## src/rtl/imem_pkg.sv

```systemverilog
// Shared instruction-memory constants and the loader state type.
// Used by the loader and by the instruction-memory blocks.
package imem_pkg;

   localparam int IMEM_BYTES  = 2048;
   localparam int IMEM_ADDR_W = 11;

   typedef enum logic [2:0] {
      IDLE,
      LEN0,
      LEN1,
      DATA,
      CSUM,
      DONE,
      ERR
   } loader_state_e;

   // A load length is usable only if non-empty, whole words, and fits the memory.
   function automatic logic len_ok(input logic [15:0] len);
      return (len != 16'd0) && (len[1:0] == 2'b00) && (len <= 16'(IMEM_BYTES));
   endfunction

endpackage

```

## src/rtl/imem_loader.sv

```systemverilog
// Byte-stream instruction-memory loader: 16-bit LE length, payload packed into LE words.
// Optional trailing XOR checksum byte when LOADER_CHECKSUM_EN is defined.
module imem_loader
   import imem_pkg::*;
(
   input  logic                   i_clk,
   input  logic                   i_rst_n,
   input  logic                   i_start,
   input  logic [7:0]             i_byte,
   input  logic                   i_valid,
   output logic                   o_ready,
   output logic                   o_we,
   output logic [IMEM_ADDR_W-1:0] o_waddr,
   output logic [31:0]            o_wdata,
   output logic                   o_busy,
   output logic                   o_done,
   output logic                   o_err
);

   loader_state_e          state_q, state_d;
   logic [7:0]             len_lo_q, len_lo_d;
   logic [IMEM_ADDR_W:0]   len_q, len_d;
   logic [IMEM_ADDR_W-1:0] cnt_q, cnt_d;
   logic [31:0]            wbuf_q, wbuf_d;
   logic                   we_q, we_d;
   logic [IMEM_ADDR_W-1:0] waddr_q, waddr_d;
   logic [31:0]            wdata_q, wdata_d;
`ifdef LOADER_CHECKSUM_EN
   logic [7:0]             csum_q, csum_d;
`endif

   logic        xfer;
   logic        last_byte;
   logic [15:0] len_full;
   logic [31:0] wbuf_ins;

   assign o_ready = (state_q == LEN0) || (state_q == LEN1) ||
                    (state_q == DATA) || (state_q == CSUM);
   assign o_busy  = o_ready;
   assign o_done  = (state_q == DONE);
   assign o_err   = (state_q == ERR);
   assign o_we    = we_q;
   assign o_waddr = waddr_q;
   assign o_wdata = wdata_q;

   assign xfer      = i_valid && o_ready;
   assign len_full  = {i_byte, len_lo_q};
   assign last_byte = ({1'b0, cnt_q} == (len_q - {{IMEM_ADDR_W{1'b0}}, 1'b1}));

   // Word buffer with the incoming byte dropped into its lane.
   always_comb begin
      wbuf_ins = wbuf_q;
      wbuf_ins[{cnt_q[1:0], 3'b000} +: 8] = i_byte;
   end

   always_comb begin
      state_d  = state_q;
      len_lo_d = len_lo_q;
      len_d    = len_q;
      cnt_d    = cnt_q;
      wbuf_d   = wbuf_q;
      we_d     = 1'b0;
      waddr_d  = waddr_q;
      wdata_d  = wdata_q;
`ifdef LOADER_CHECKSUM_EN
      csum_d   = csum_q;
`endif
      case (state_q)
         IDLE, DONE, ERR: begin
            if (i_start) begin
               state_d = LEN0;
               cnt_d   = '0;
               wbuf_d  = '0;
`ifdef LOADER_CHECKSUM_EN
               csum_d  = '0;
`endif
            end
         end
         LEN0: begin
            if (xfer) begin
               len_lo_d = i_byte;
               state_d  = LEN1;
            end
         end
         LEN1: begin
            if (xfer) begin
               if (len_ok(len_full)) begin
                  len_d   = len_full[IMEM_ADDR_W:0];
                  state_d = DATA;
               end else begin
                  state_d = ERR;
               end
            end
         end
         DATA: begin
            if (xfer) begin
               wbuf_d = wbuf_ins;
               cnt_d  = cnt_q + {{(IMEM_ADDR_W-1){1'b0}}, 1'b1};
`ifdef LOADER_CHECKSUM_EN
               csum_d = csum_q ^ i_byte;
`endif
               // Fourth lane filled: issue the word write on the following cycle.
               if (cnt_q[1:0] == 2'b11) begin
                  we_d    = 1'b1;
                  waddr_d = {cnt_q[IMEM_ADDR_W-1:2], 2'b00};
                  wdata_d = wbuf_ins;
               end
               if (last_byte) begin
`ifdef LOADER_CHECKSUM_EN
                  state_d = CSUM;
`else
                  state_d = DONE;
`endif
               end
            end
         end
`ifdef LOADER_CHECKSUM_EN
         CSUM: begin
            if (xfer) begin
               state_d = (i_byte == csum_q) ? DONE : ERR;
            end
         end
`endif
         default: state_d = IDLE;
      endcase
   end

   always_ff @(posedge i_clk or negedge i_rst_n) begin
      if (!i_rst_n) begin
         state_q  <= IDLE;
         len_lo_q <= '0;
         len_q    <= '0;
         cnt_q    <= '0;
         wbuf_q   <= '0;
         we_q     <= 1'b0;
         waddr_q  <= '0;
         wdata_q  <= '0;
`ifdef LOADER_CHECKSUM_EN
         csum_q   <= '0;
`endif
      end else begin
         state_q  <= state_d;
         len_lo_q <= len_lo_d;
         len_q    <= len_d;
         cnt_q    <= cnt_d;
         wbuf_q   <= wbuf_d;
         we_q     <= we_d;
         waddr_q  <= waddr_d;
         wdata_q  <= wdata_d;
`ifdef LOADER_CHECKSUM_EN
         csum_q   <= csum_d;
`endif
      end
   end

endmodule

```

## config.mk

```make
export PLATFORM = sky130hd
export DESIGN_NAME = imem_loader
export DESIGN_NICKNAME = d
export VERILOG_FILES = /design/src/rtl/imem_pkg.sv /design/src/rtl/imem_loader.sv
export SDC_FILE = /design/constraint.sdc
export NUM_CORES = 1
export LEC_CHECK = 0
export BUFFER_PORTS_ARGS = -buffer_cell sky130_fd_sc_hd__buf_2
export CAP_MARGIN = 30
export CORE_MARGIN = 8
export CORE_UTILIZATION = 53
export DETAILED_ROUTE_END_ITERATION = 6
export GPL_ROUTABILITY_DRIVEN = 1
export PLACE_DENSITY = 0.73
export SYNTH_ARGS = -nofsm -noshare
export SYNTH_HDL_FRONTEND = slang
export SYNTH_SLANG_ARGS = --single-unit
```

## constraint.sdc

```tcl
create_clock -name i_clk -period 2.65 [get_ports i_clk]
set_input_delay 0.1325 -clock i_clk [delete_from_list [all_inputs] [get_ports i_clk]]
set_output_delay 0.1325 -clock i_clk [all_outputs]
set_load 0.01 [all_outputs]
```

[After elaboration in Yosys (flattened, before gate mapping)]
Cells that the tools add are included.
Word-level totals
  register bits: 108
  bits in latches: 0
  RAM bits: 0
  ROM bits: 0
  bits of input ports: 12
  output and inout bits: 48
  logic and storage cells: 60
  memories: 0
Cells by class
  add/subtract/negate cells: 3
  multiply operators: 0
  divide/modulo/power cells: 0
  magnitude comparators: 1
  eq/ne operators: 13
  shift-type cells: 2
  mux-type cells: 17
  bitwise logic cells: 0
  reductions and logical operators: 16
Operator list (number)
  32-bit 2-to-1 mux: 2
  32-bit case mux with 2 select lines: 1
  32-bit bitwise mux: 1
  8-bit by 7-bit variable shift with 32-bit output (first input constant): 1
  8-bit by 7-bit variable part select with 32-bit output: 1
  11-bit 2-to-1 mux: 2
  11-bit case mux with 2 select lines: 1
  3-bit 2-to-1 mux: 6
  16-bit by 12-bit <= comparator with 1-bit output (second input constant): 1
  16-bit nonzero test: 1
  11-bit by 12-bit equality test with 1-bit output: 1
  3-bit case mux with 4 select lines: 1
  12-bit by 1-bit subtractor with 12-bit output (second input constant): 1
  11-bit by 1-bit adder with 11-bit output (second input constant): 1
  2-bit != test (second input constant): 5
  3-bit equality test (second input constant): 3
  3-bit AND reduction: 3
  5-bit negator with 7-bit output: 1
  3-bit by 2-bit equality test with 1-bit output (second input constant): 2
  5-bit AND reduction: 1
  3-bit by 1-bit equality test with 1-bit output (second input constant): 1
  1-bit logical AND: 3
  3-bit logical NOT: 1
  1-bit logical OR: 3
  other kinds (6): 8

[Logic depth before layout (Yosys ltp)]
Gate-level depths: netlist of the first run.
  depth in word-level cells: 7
  mapped depth: 9
  gate-level depth less buffers: 7

[Worst setup path before layout of the first run]
OpenSTA, ideal clock, no wires.
  kind: flip-flop to flip-flop
  start point: reg cnt_q[0]
  end point: reg wbuf_q[16]
  library setup time: 67 ps
  arrival: 2106 ps
  required time: 2583 ps
  path slack: 477 ps
  stages on the path, launching flop included: 8
  path buffers: 1
  period minus slack after synthesis: 2173 ps
  cells stage by stage: dfrtp_1 inv_1 ha_1 nand2_1 nor3_1 and2_1 clkbuf_1 a22o_1
Between the ends
  longest elaborated chain between the ends: 5
  elaborated cells between the ends (all ways): 6
  those cells by class: 1 x add/sub; 2 x shift; 3 x mux
RTL lines
  start, declared: RTL line imem_loader.sv:23  | logic [IMEM_ADDR_W-1:0] cnt_q, cnt_d;
  start signal, assigned: RTL line imem_loader.sv:145  | cnt_q <= cnt_d;
  5-bit negator with 7-bit output *: RTL line imem_loader.sv:53  | wbuf_ins[{cnt_q[1:0], 3'b000} +: 8] = i_byte;
  8-bit by 7-bit variable part select with 32-bit output or 8-bit by 7-bit variable shift with 32-bit output (tied branches): RTL line imem_loader.sv:53
  32-bit bitwise mux *: RTL line imem_loader.sv:53
  32-bit 2-to-1 mux *: RTL line imem_loader.sv:96  | if (xfer) begin
  32-bit case mux with 2 select lines *: RTL line imem_loader.sv:68  | case (state_q)
  end signal, assigned: RTL line imem_loader.sv:146  | wbuf_q <= wbuf_d;
  end, declared: RTL line imem_loader.sv:24  | logic [31:0] wbuf_q, wbuf_d;
Mark *: on every way between the ends. The rest lies on a longest branch, timed or not. The select of a mux whose other input is x is not followed.
A chain may end at the register's enable or synchronous reset.

[Final worst setup path of the first run]
  start point: reg len_lo_q[1]
  end point: reg len_q[11]
Between the ends
  longest elaborated chain between the ends: 4
  elaborated cells between the ends (all ways): 6
  those cells by class: 1 x order compare; 5 x reduce/logical
RTL lines
  start, declared: RTL line imem_loader.sv:21  | logic [7:0] len_lo_q, len_lo_d;
  start signal, assigned: RTL line imem_loader.sv:143  | len_lo_q <= len_lo_d;
  parallel branches: the longest is 2 deep, another holds 16-bit by 12-bit <= comparator with 1-bit output
  1-bit logical AND *: RTL line imem_pkg.sv:20  | return (len != 16'd0) && (len[1:0] == 2'b00) && (len <= 16'(IMEM_BYTES));
  3-bit AND reduction (no source line) *
  end signal, assigned: RTL line imem_loader.sv:144  | len_q <= len_d;
  end, declared: RTL line imem_loader.sv:22  | logic [IMEM_ADDR_W:0] len_q, len_d;
Every way passes the cells marked *.

==> metrics.cfg, run 1 <==
[placed_design]
global_placement_routability_congestion=0.8362
io_buffers=57
place_ws_ns=0.4392
dpl.hpwl_mm=7.986

[clock_tree]
cts_num_sinks=108
cts_tree=yes
tritoncts.num_buffers=9
cts.repair_timing.setup_buffer_count=0
cts-resized-gates=0
max_h_tree_level=3
clockBufferDepth=2
worst_skew_pair.late_latency_ns=0.38
clockRootBuffer=clkbuf_8
cts.clk_slew.worst_paths_ns=0.10

[pwr]
peakVddDrop_mv=0.5905
p_per_area_nw_per_um2=847.7
cellLeakagePower_nw=2.773

[timing]
timing.max_slew.rel_slack_pct=52.51
clock.fmax_mhz=449.6
setup_total_negative_slack_ns=0
skew_ns=0.01754
rsz_0062_raised_after_global_routing=false
final_report_max_slew_violation_count=0
setup_violations=0
tightest_slew_ns=0.7123
finalHoldViolations=0
timing.final.crit_share_pct=83.92
finalWorstSetupSlack_ns=0.4260
timing.final.crit_period_ns=2.224

[worst_hold_path]
hold_path.class=in -> reg
holdPathStages=3

[synthesis]
synth_warn=0
postSynth.topFlopCell=dfrtp_1
synth_seq_cells=108
syn_area_um2=5205
synth_area_leader_cell=dfrtp_1
synthesis.instances=489
synth_edf_count=0
post_synth_num_cell_types=59
yosysMostFrequentCell=dfrtp_1
synth_top_cells_by_area=dfrtp_1 (52%), a21oi_1 (6.9%), a22o_1 (5.4%), mux2_2 (4.3%), nor2b_1 (4.2%)
synth_area_per_cell_um2=10.64
netlist_top_cells_count=dfrtp_1 (108), a21oi_1 (72), nor2_1 (56)
synth_largest_type_area_fraction_pct=51.92
ys_async_sr_fraction_pct=100.0
ys_seq_area_share_pct=51.92

[global_routing]
antenna_found_initial=0
largest_net_degree_at_the_start_of_global_routing=58
via_count_of_the_first_global_routing_pass=3867
grt_ovf=0
grt_first_pass_wirelength_mm=19.36
grt_use_total_pct=18.39

[final_layout]
num_antenna_cells=0
area_growth_syn_to_layout_pct=10.91
final_layout_size_suffix_gt1_share_pct=22.12
regArea_um2=2703
fin_nets=552
multi_input_comb_area_um2=2275
num-fill-cells=816

[worst_setup_path]
criticalPathCategory=reg -> reg
cp_cell_sequence=or4_4 -> nor4_2 -> and4b_4 -> mux2_2
ff2ff_path_depth=4
setup.worst_path.end_class=flip-flop
cp_num_buf_inv=0
cp.required_ns=2.89
cp.arrival_ns=2.47
critical_path_cell_count=4
crit_path_top_delay_cell=or4_4
path_delay_family=simple AND/OR/NAND/NOR gates
crit_fanout=12
worst_setup_start_kind=flip-flop
crit_path_max_incr_delay_ns=0.49

[detailed_routing]
num_vias=3792
totalWireLength_mm=11.54
routed_via_density=5.651
total_iterations_of_the_first_detailed_routing_run=4
first_iter_violations=186
postRouteAntennaNets=0
drcViolationCount=0
routed_wire_length_per_instance_um=17.20

[die]
die_y_um=115.1
io_pins=60
floorplan.initialDensity_pct=54.00
core_region_area_um2=9639
die-area_um2=13250
die-width_um=115.1
std_cell_rows=36

[status]
run_status=complete, no violations

[flow_run]
drv.max_cap_violation_count=0

-- cell families (layout without fill, tap and decap cells) --
logic type	count (synthesis)	in the layout	synth area share, %
buf+inv	44	92	4.471
flops	108	108	51.92
xor+xnor	21	21	3.534
simple gates	146	146	15.05
fa+ha+maj	7	7	1.683
mux	31	31	7.212
compound gates	131	131	16.06
other cells	1	2	0.07205
-- per-stage QoR --
step	cell area (um2)	util [%]	total power, W	hold WS, ns	cells
floorplan	5209	-	0.003339	-0.1631	490
global placement	5549	57.57	0.003805	0.2264	654
detailed placement	5549	57.57	0.003874	0.2421	654
CTS	5773	59.89	0.004933	0.05574	671
global route	5773	59.89	0.005196	0.07455	671
finish	5773	59.89	0.004894	0.06817	671
-- report_power, final --
group          leakage, nW  total (W)  internal (W)  switching [W]
Sequential            1.45    0.00229       0.00199       0.000298
Combinational         1.21    0.00156      0.000674       0.000882
Clock                0.106    0.00105      0.000477       0.000575
-- flip-flops by register name (all words and copies together) (netlist names) --
signal	flops
len_lo_q	8
o_we	1
wbuf_q	32
o_wdata	32
o_waddr	9
cnt_q	11
state_q	3
len_q	12
-- layer usage --
metal | wire, um | up-vias | GRT usage (%)
met4 | 267 | 0 | 7.706
met2 | 5446 | 85 | 29.62
met3 | 438 | 19 | 3.624
li1 | - | 1803 | -
met5 | 0 | - | 0
met1 | 5391 | 1885 | 23.72
-- final timing paths --
check	slack, ns	start	end
setup / recovery	0.43	len_lo_q[1]	len_q[11]
setup reg to reg	0.43	len_lo_q[1]	len_q[11]
max in group asynchronous	1.55	i_rst_n	len_lo_q[2]
min in group asynchronous	0.36	i_rst_n	wbuf_q[26]
hold reg to reg	0.50	wbuf_q[3]	wbuf_q[3]
hold / removal	0.07	i_start	state_q[0]
-- worst register-to-register path, stage by stage (launching register included) --
cell,delay [ns]
dfrtp_1,0.41
or4_4,0.49
nor4_2,0.37
and4b_4,0.46
mux2_2,0.38
-- layout make-up --
class | instances | area share, %
inverter | 8 | 0.5202
clock inverter | 5 | 1.257
multi-input combinational | 338 | 39.40
sequential | 108 | 46.81
timing repair buffer | 68 | 6.675
clock buffer | 11 | 2.449
tap | 133 | 2.883
-- cells in the final DEF (no fill, tap or decap), types with 5 or more instances in the layout --
| master | count |
|---|---|
| a21oi_1 | 72 |
| xnor2_1 | 8 |
| dfrtp_1 | 108 |
| nand3_1 | 6 |
| buf_4 | 10 |
| a22o_1 | 32 |
| nand2_1 | 12 |
| mux2_2 | 20 |
| mux2_4 | 8 |
| inv_1 | 8 |
| nor2b_1 | 35 |
| nor2_1 | 56 |
| and2_1 | 5 |
| ha_1 | 7 |
| o21ai_0 | 6 |
| clkbuf_8 | 10 |
| buf_2 | 56 |
| xor2_1 | 13 |
-- what timing repair did --
action / in CTS / in global routing
hold endpoints to repair: 56 / 0
hold buffers: 1 / 0
setup endpoints to repair: 0 / 0
Note: power is estimated with default switching activity, not from simulation.
==> run 2: changes to the inputs <==
--- a/config.mk
+++ b/config.mk
@@ -11,7 +11,7 @@
 export CORE_UTILIZATION = 53
 export DETAILED_ROUTE_END_ITERATION = 6
 export GPL_ROUTABILITY_DRIVEN = 1
-export PLACE_DENSITY = 0.73
+export PLACE_DENSITY = 0.76
 export SYNTH_ARGS = -nofsm -noshare
 export SYNTH_HDL_FRONTEND = slang
 export SYNTH_SLANG_ARGS = --single-unit
==> constraint.sdc (replaced) <==
create_clock -name i_clk -period 2 [get_ports i_clk]
set_input_delay 0.1 -clock i_clk [delete_from_list [all_inputs] [get_ports i_clk]]
set_output_delay 0.1 -clock i_clk [all_outputs]
set_load 0.01 [all_outputs]
==> run 2 against run 1 <==
Net effect:
- sequential share of layout area decreased by 3.2 points
- sequential cell count unchanged
- cell count increased by 6.0%
- via count increased by 5.1%
- clock skew decreased by 0.0034 ns
- hold slack got worse by 0.013 ns
- worst setup slack got worse by 0.45 ns
- maximum frequency increased by 9.7%
- the flow now finishes with violations (negative setup slack)
- total power increased by 44%
- die area unchanged
- register-to-register slack got worse by 0.45 ns
==> metrics.cfg, run 2 (same netlist as run 1, synthesis figures left out) <==
[status]
run_status=finished with violations
violations_in_the_final_reports=negative setup slack

[pwr]
peakVddDrop_mv=0.6781
power_switching_w=0.002429
pwr-share-seq_pct=41.9
switching_share_pct=34.44
pwr-share-clk_pct=22.8
cellInternalPower_w=0.004623
cellLeakagePower_nw=3.007
total_power_w=0.007052
p_per_area_nw_per_um2=1139
comb_power_share_pct=35.2

[worst_setup_path]
r2r_slack_ns=-0.03
cp.required_ns=2.25
cp.arrival_ns=2.28
crit_path_max_incr_delay_ns=0.42
crit_fanout=6
setup.worst_path.end_class=flip-flop
criticalPathCategory=reg -> reg
cp_cell_sequence=nor4_2 -> nand3_1 -> xnor2_1 -> nor4_4 -> and4b_4 -> mux2_2
worst_setup_start_kind=flip-flop
crit_path_top_delay_cell=dfrtp_1

[die]
core_region_area_um2=9639
die-area_um2=13250
die-width_um=115.1
die_y_um=115.1
std_cell_rows=36
io_pins=60
floorplan.initialDensity_pct=54.00

[clock_tree]
cts_num_sinks=108
cts_tree=yes
tritoncts.num_buffers=9
clockBufferDepth=2
clockRootBuffer=clkbuf_8
worst_skew_pair.late_latency_ns=0.37
cts.clk_slew.worst_paths_ns=0.10
max_h_tree_level=3

[final_layout]
final_layout_size_suffix_gt1_share_pct=29.07
num_antenna_cells=0
final_common_cell=dfrtp_1
regArea_um2=2703
fin_nets=592
num-fill-cells=802
most_used_cells_in_the_layout_excluding_fill_and_tap_cells=dfrtp_1 (108), a21oi_1 (72), nor2_1 (56), buf_2 (56), buf_4 (47)
area_growth_syn_to_layout_pct=18.92
multi_input_comb_area_um2=2341
finalInstanceArea_um2=6190
stdcell_count=711

[timing]
final_report_max_slew_violation_count=0
setup_total_negative_slack_ns=-0.08761
timing.final.crit_share_pct=101.4
finalHoldViolations=0
finalWorstSetupSlack_ns=-0.02724
setup_violations=6
timing.final.crit_period_ns=2.027
skew_ns=0.01417
clock.fmax_mhz=493.3
rsz_0062_raised_after_global_routing=true

[placed_design]
dpl-instance-area_um2=5794
placed_cells_incl_taps=685
dpl.hpwl_mm=8.436
global_placement_routability_congestion=0.8024
io_buffers=57
place_ws_ns=-0.05422

[worst_hold_path]
hold_path.class=in -> reg

[detailed_routing]
routed_via_density=5.608
postRouteAntennaNets=0
first_iter_violations=162
drcViolationCount=0
totalWireLength_mm=12.28
num_vias=3987
total_iterations_of_the_first_detailed_routing_run=4
routed_wire_length_per_instance_um=17.27

[global_routing]
antenna_found_initial=0
grt_ovf=0
grt_use_total_pct=18.76
via_count_of_the_first_global_routing_pass=3937
grt_first_pass_wirelength_mm=19.91
largest_net_degree_at_the_start_of_global_routing=76

[flow_run]
drv.max_cap_violation_count=0

==> run 2: changes by cell type in the layout (fill, tap and decap cells not counted), sizes merged <==
cell | previous run | this run
and4b | 1 | 2
inv | 8 | 9
clkinvlp | 0 | 1
clkbuf | 11 | 9
clkinv | 4 | 2
bufinv | 1 | 3
buf | 67 | 106
==> run 2: cell type report <==
cell class | instances | area share, %
Tap cell | 133 | 2.689
Sequential cell | 108 | 43.66
Multi-Input combinational cell | 339 | 37.82
Clock buffer | 9 | 2.001
Clock inverter | 7 | 1.981
Inverter | 8 | 0.4851
Timing Repair Buffer | 107 | 11.36
==> run 2: power groups by stage <==
stage / sequential, W / combinational (W) / clock (W)
5_1_grt: 0.00301 / 0.00273 / 0.00171
2_1_floorplan: 0.00302 / 0.00141 / 0
6_report: 0.00296 / 0.00248 / 0.00161
3_5_place_dp: 0.00297 / 0.00238 / 0
4_1_cts: 0.00294 / 0.00241 / 0.00162
3_3_place_gp: 0.00295 / 0.00230 / 0
==> run 2: worst paths after layout <==
kind | from | endpoint | cells after the start
max in group asynchronous | i_rst_n | o_wdata[23] | 3
worst max-delay path | len_lo_q[1] | len_q[2] | 6
min in group asynchronous | i_rst_n | state_q[2] | 3
worst min register to register | wbuf_q[11] | wbuf_q[11] | 1
worst min-delay path | i_start | state_q[0] | 3
worst max register to register | len_lo_q[1] | len_q[2] | 6
==> run 2: what timing repair did <==
action                                 CTS  global route
buffers inserted                         0             8
endpoints found under the hold margin  108             0
hold buffers                             1             0
cloned                                   1             0
pin swaps                                1             5
setup endpoints to repair               13            30
resized for setup                        3             9
==> run 2: per-layer routing <==
metal	vias to the layer above	GRT usage (%)	part of all wire (%)
met5	-	0	0
met4	0	7.618	2.2
met3	20	3.046	3.4
met2	84	30.75	49
met1	1999	24.28	46
li1	1884	-	-
==> run 2: metrics by stage <==
stage	hold slack (ns)	util [%]
after floorplan	-0.1956	-
after global placement	0.1541	60.11
after detailed placement	0.1522	60.11
after CTS	0.04496	63.06
after global routing	0.06229	64.21
final	0.05498	64.21
==> run 2: worst max-delay path: cells and delay by family (launching register included) <==
family	cells	cell delay, ns
AND/OR/NAND/NOR	4	0.98
flip-flops	1	0.42
multiplexers	1	0.35
XOR/XNOR	1	0.17
==> run 3: changes to the inputs <==
--- a/config.mk
+++ b/config.mk
@@ -11,7 +11,9 @@
 export CORE_UTILIZATION = 53
 export DETAILED_ROUTE_END_ITERATION = 6
 export GPL_ROUTABILITY_DRIVEN = 1
+export HOLD_SLACK_MARGIN = 0.1
 export PLACE_DENSITY = 0.76
+export RECOVER_POWER = 25
 export SYNTH_ARGS = -nofsm -noshare
 export SYNTH_HDL_FRONTEND = slang
 export SYNTH_SLANG_ARGS = --single-unit
==> run 3 against run 2 <==
Net effect:
- the flow still finishes with violations (negative setup slack)
- cell count increased by 0.14%
- wire length decreased by 0.31%
- cell area barely moved
- clock power about the same
- maximum frequency about the same
- largest cell class unchanged
- combinational power barely moved
- critical path type unchanged
- sequential cell count is the same
- non-clock buffer count grew 1
- sequential power hardly changed
- clock skew grew 0.00054 ns
==> metrics.cfg, run 3 (same netlist as run 1, synthesis figures left out) <==
[status]
run_status=finished with violations
violations_in_the_final_reports=negative setup slack

[die]
floorplan.initialDensity_pct=54.00
io_pins=60
std_cell_rows=36
core_region_area_um2=9639
die-area_um2=13250
die_y_um=115.1
die-width_um=115.1

[worst_setup_path]
ff2ff_path_depth=6
r2r_slack_ns=-0.03
crit_fanout=6
criticalPathCategory=reg -> reg
setup.worst_path.end_class=flip-flop
worst_setup_start_kind=flip-flop
cp.arrival_ns=2.28
r2r-start=len_lo_q[2]
startpoint=len_lo_q[2]
cp.required_ns=2.25
reg2reg_to=len_q[2]
crit_end=len_q[2]

[clock_tree]
cts_tree=yes
clockBufferDepth=2
tritoncts.num_buffers=9
clockRootBuffer=clkbuf_8
cts.clk_slew.worst_paths_ns=0.10
cts_num_sinks=108
worst_skew_pair.late_latency_ns=0.37
max_h_tree_level=3

[timing]
timing.final.crit_period_ns=2.029
clock.fmax_mhz=492.9
final_report_max_slew_violation_count=0
timing.max_slew.rel_slack_pct=33.21
timing.final.crit_share_pct=101.4
rsz_0062_raised_after_global_routing=true
setup_total_negative_slack_ns=-0.08342
tightest_slew_ns=1.002
finalHoldViolations=0
setup_violations=6
finalWorstSetupSlack_ns=-0.02865
timing.hold.ws_ns=0.1748
skew_ns=0.01472

[global_routing]
grt_use_total_pct=18.76
use_met3_pct=3.046
antenna_found_initial=0
met2_usage_pct=30.75
grt_first_pass_wirelength_mm=19.91
via_count_of_the_first_global_routing_pass=3942
grt_ovf=0
global_route.usage.met1_pct=24.28
largest_net_degree_at_the_start_of_global_routing=76
busiest_layer=met2

[detailed_routing]
total_iterations_of_the_first_detailed_routing_run=4
postRouteAntennaNets=0
routed_wire_length_per_instance_um=17.19
first_iter_violations=190
totalWireLength_mm=12.24
drcViolationCount=0
num_vias=3968
routed_via_density=5.573

[final_layout]
stdcell_count=712
area_growth_syn_to_layout_pct=18.87
num_antenna_cells=0
final_layout_size_suffix_gt1_share_pct=29.02
num-fill-cells=803
final_common_cell=dfrtp_1
most_used_cells_in_the_layout_excluding_fill_and_tap_cells=dfrtp_1 (108), a21oi_1 (72), nor2_1 (56), buf_2 (56), buf_4 (46)
fin_nets=593

[placed_design]
place_ws_ns=-0.05422
dpl.hpwl_mm=8.436
global_placement_routability_congestion=0.8024
placed_cells_incl_taps=685
io_buffers=57

[pwr]
total_power_w=0.007044
cellLeakagePower_nw=3.006
peakVddDrop_mv=0.6770
p_per_area_nw_per_um2=1139

[flow_run]
drv.max_cap_violation_count=0

[worst_hold_path]
hold_path.class=in -> reg

==> run 3: changes by cell type in the layout (fill, tap and decap cells not counted) <==
cell           previous run  this run
clkbuf_4                  0         2
buf_12                    3         2
buf_4                    47        46
dlygate4sd3_1             1         2
==> run 3: stage by stage <==
stage | instance area, um2 | utilization, %
finish | 6187 | 64.19
floorplan | 5211 | -
global placement | 5794 | 60.11
CTS | 6088 | 63.16
detailed placement | 5794 | 60.11
global route | 6187 | 64.19
==> run 3: critical path: stages, from the launching register on <==
cell and delay (ns):
dfrtp_1 0.40, nor4_2 0.29, nand3_1 0.13, xnor2_1 0.17
nor4_4 0.21, and4b_4 0.36, mux2_2 0.35
==> run 3: report_power, final <==
part           switching, W  internal, W  total, W
sequential         0.000322      0.00263   0.00296
clock              0.000766     0.000841   0.00161
combinational       0.00134      0.00115   0.00248
total               0.00242      0.00462   0.00704
==> run 3: worst min path at each step <==
| stage | from | to | slack (ns) | depth (start not counted) |
|---|---|---|---|---|
| 2_1_floorplan | i_rst_n | cnt_q[0] | -0.20 | 0 |
| 3_3_place_gp | i_rst_n | state_q[2] | 0.15 | 2 |
| 3_5_place_dp | i_rst_n | len_q[1] | 0.15 | 2 |
| 4_1_cts | i_byte[5] | o_wdata[13] | 0.16 | 3 |
| 5_1_grt | i_byte[5] | wbuf_q[29] | 0.18 | 2 |
| 6_report | i_byte[5] | o_wdata[13] | 0.17 | 3 |
==> run 3: cell type report <==
cell class / instances / area (um2) / area share (%)
Sequential cell: 108 / 2703 / 43.68
Clock buffer: 9 / 123.9 / 2.002
Multi-Input combinational cell: 339 / 2341 / 37.84
Tap cell: 133 / 166.4 / 2.690
Inverter: 8 / 30.03 / 0.4853
Clock inverter: 7 / 122.6 / 1.982
Timing Repair Buffer: 108 / 700.7 / 11.32
==> run 3: timing repair <==
item | in CTS | in global routing
setup buffers | 0 | 8
cloned | 1 | 0
hold endpoints to repair | 111 | 0
resized for setup | 3 | 9
hold buffers | 2 | 0
pin swaps | 1 | 5
setup endpoints to repair | 13 | 30
==> run 3: metal layers <==
| layer | up-vias | share of wire [%] | wire, um |
|---|---|---|---|
| met2 | 72 | 50 | 6063 |
| met1 | 1999 | 45 | 5543 |
| li1 | 1883 | - | - |
| met5 | - | 0 | 0 |
| met3 | 14 | 3.5 | 432 |
| met4 | 0 | 1.6 | 201 |
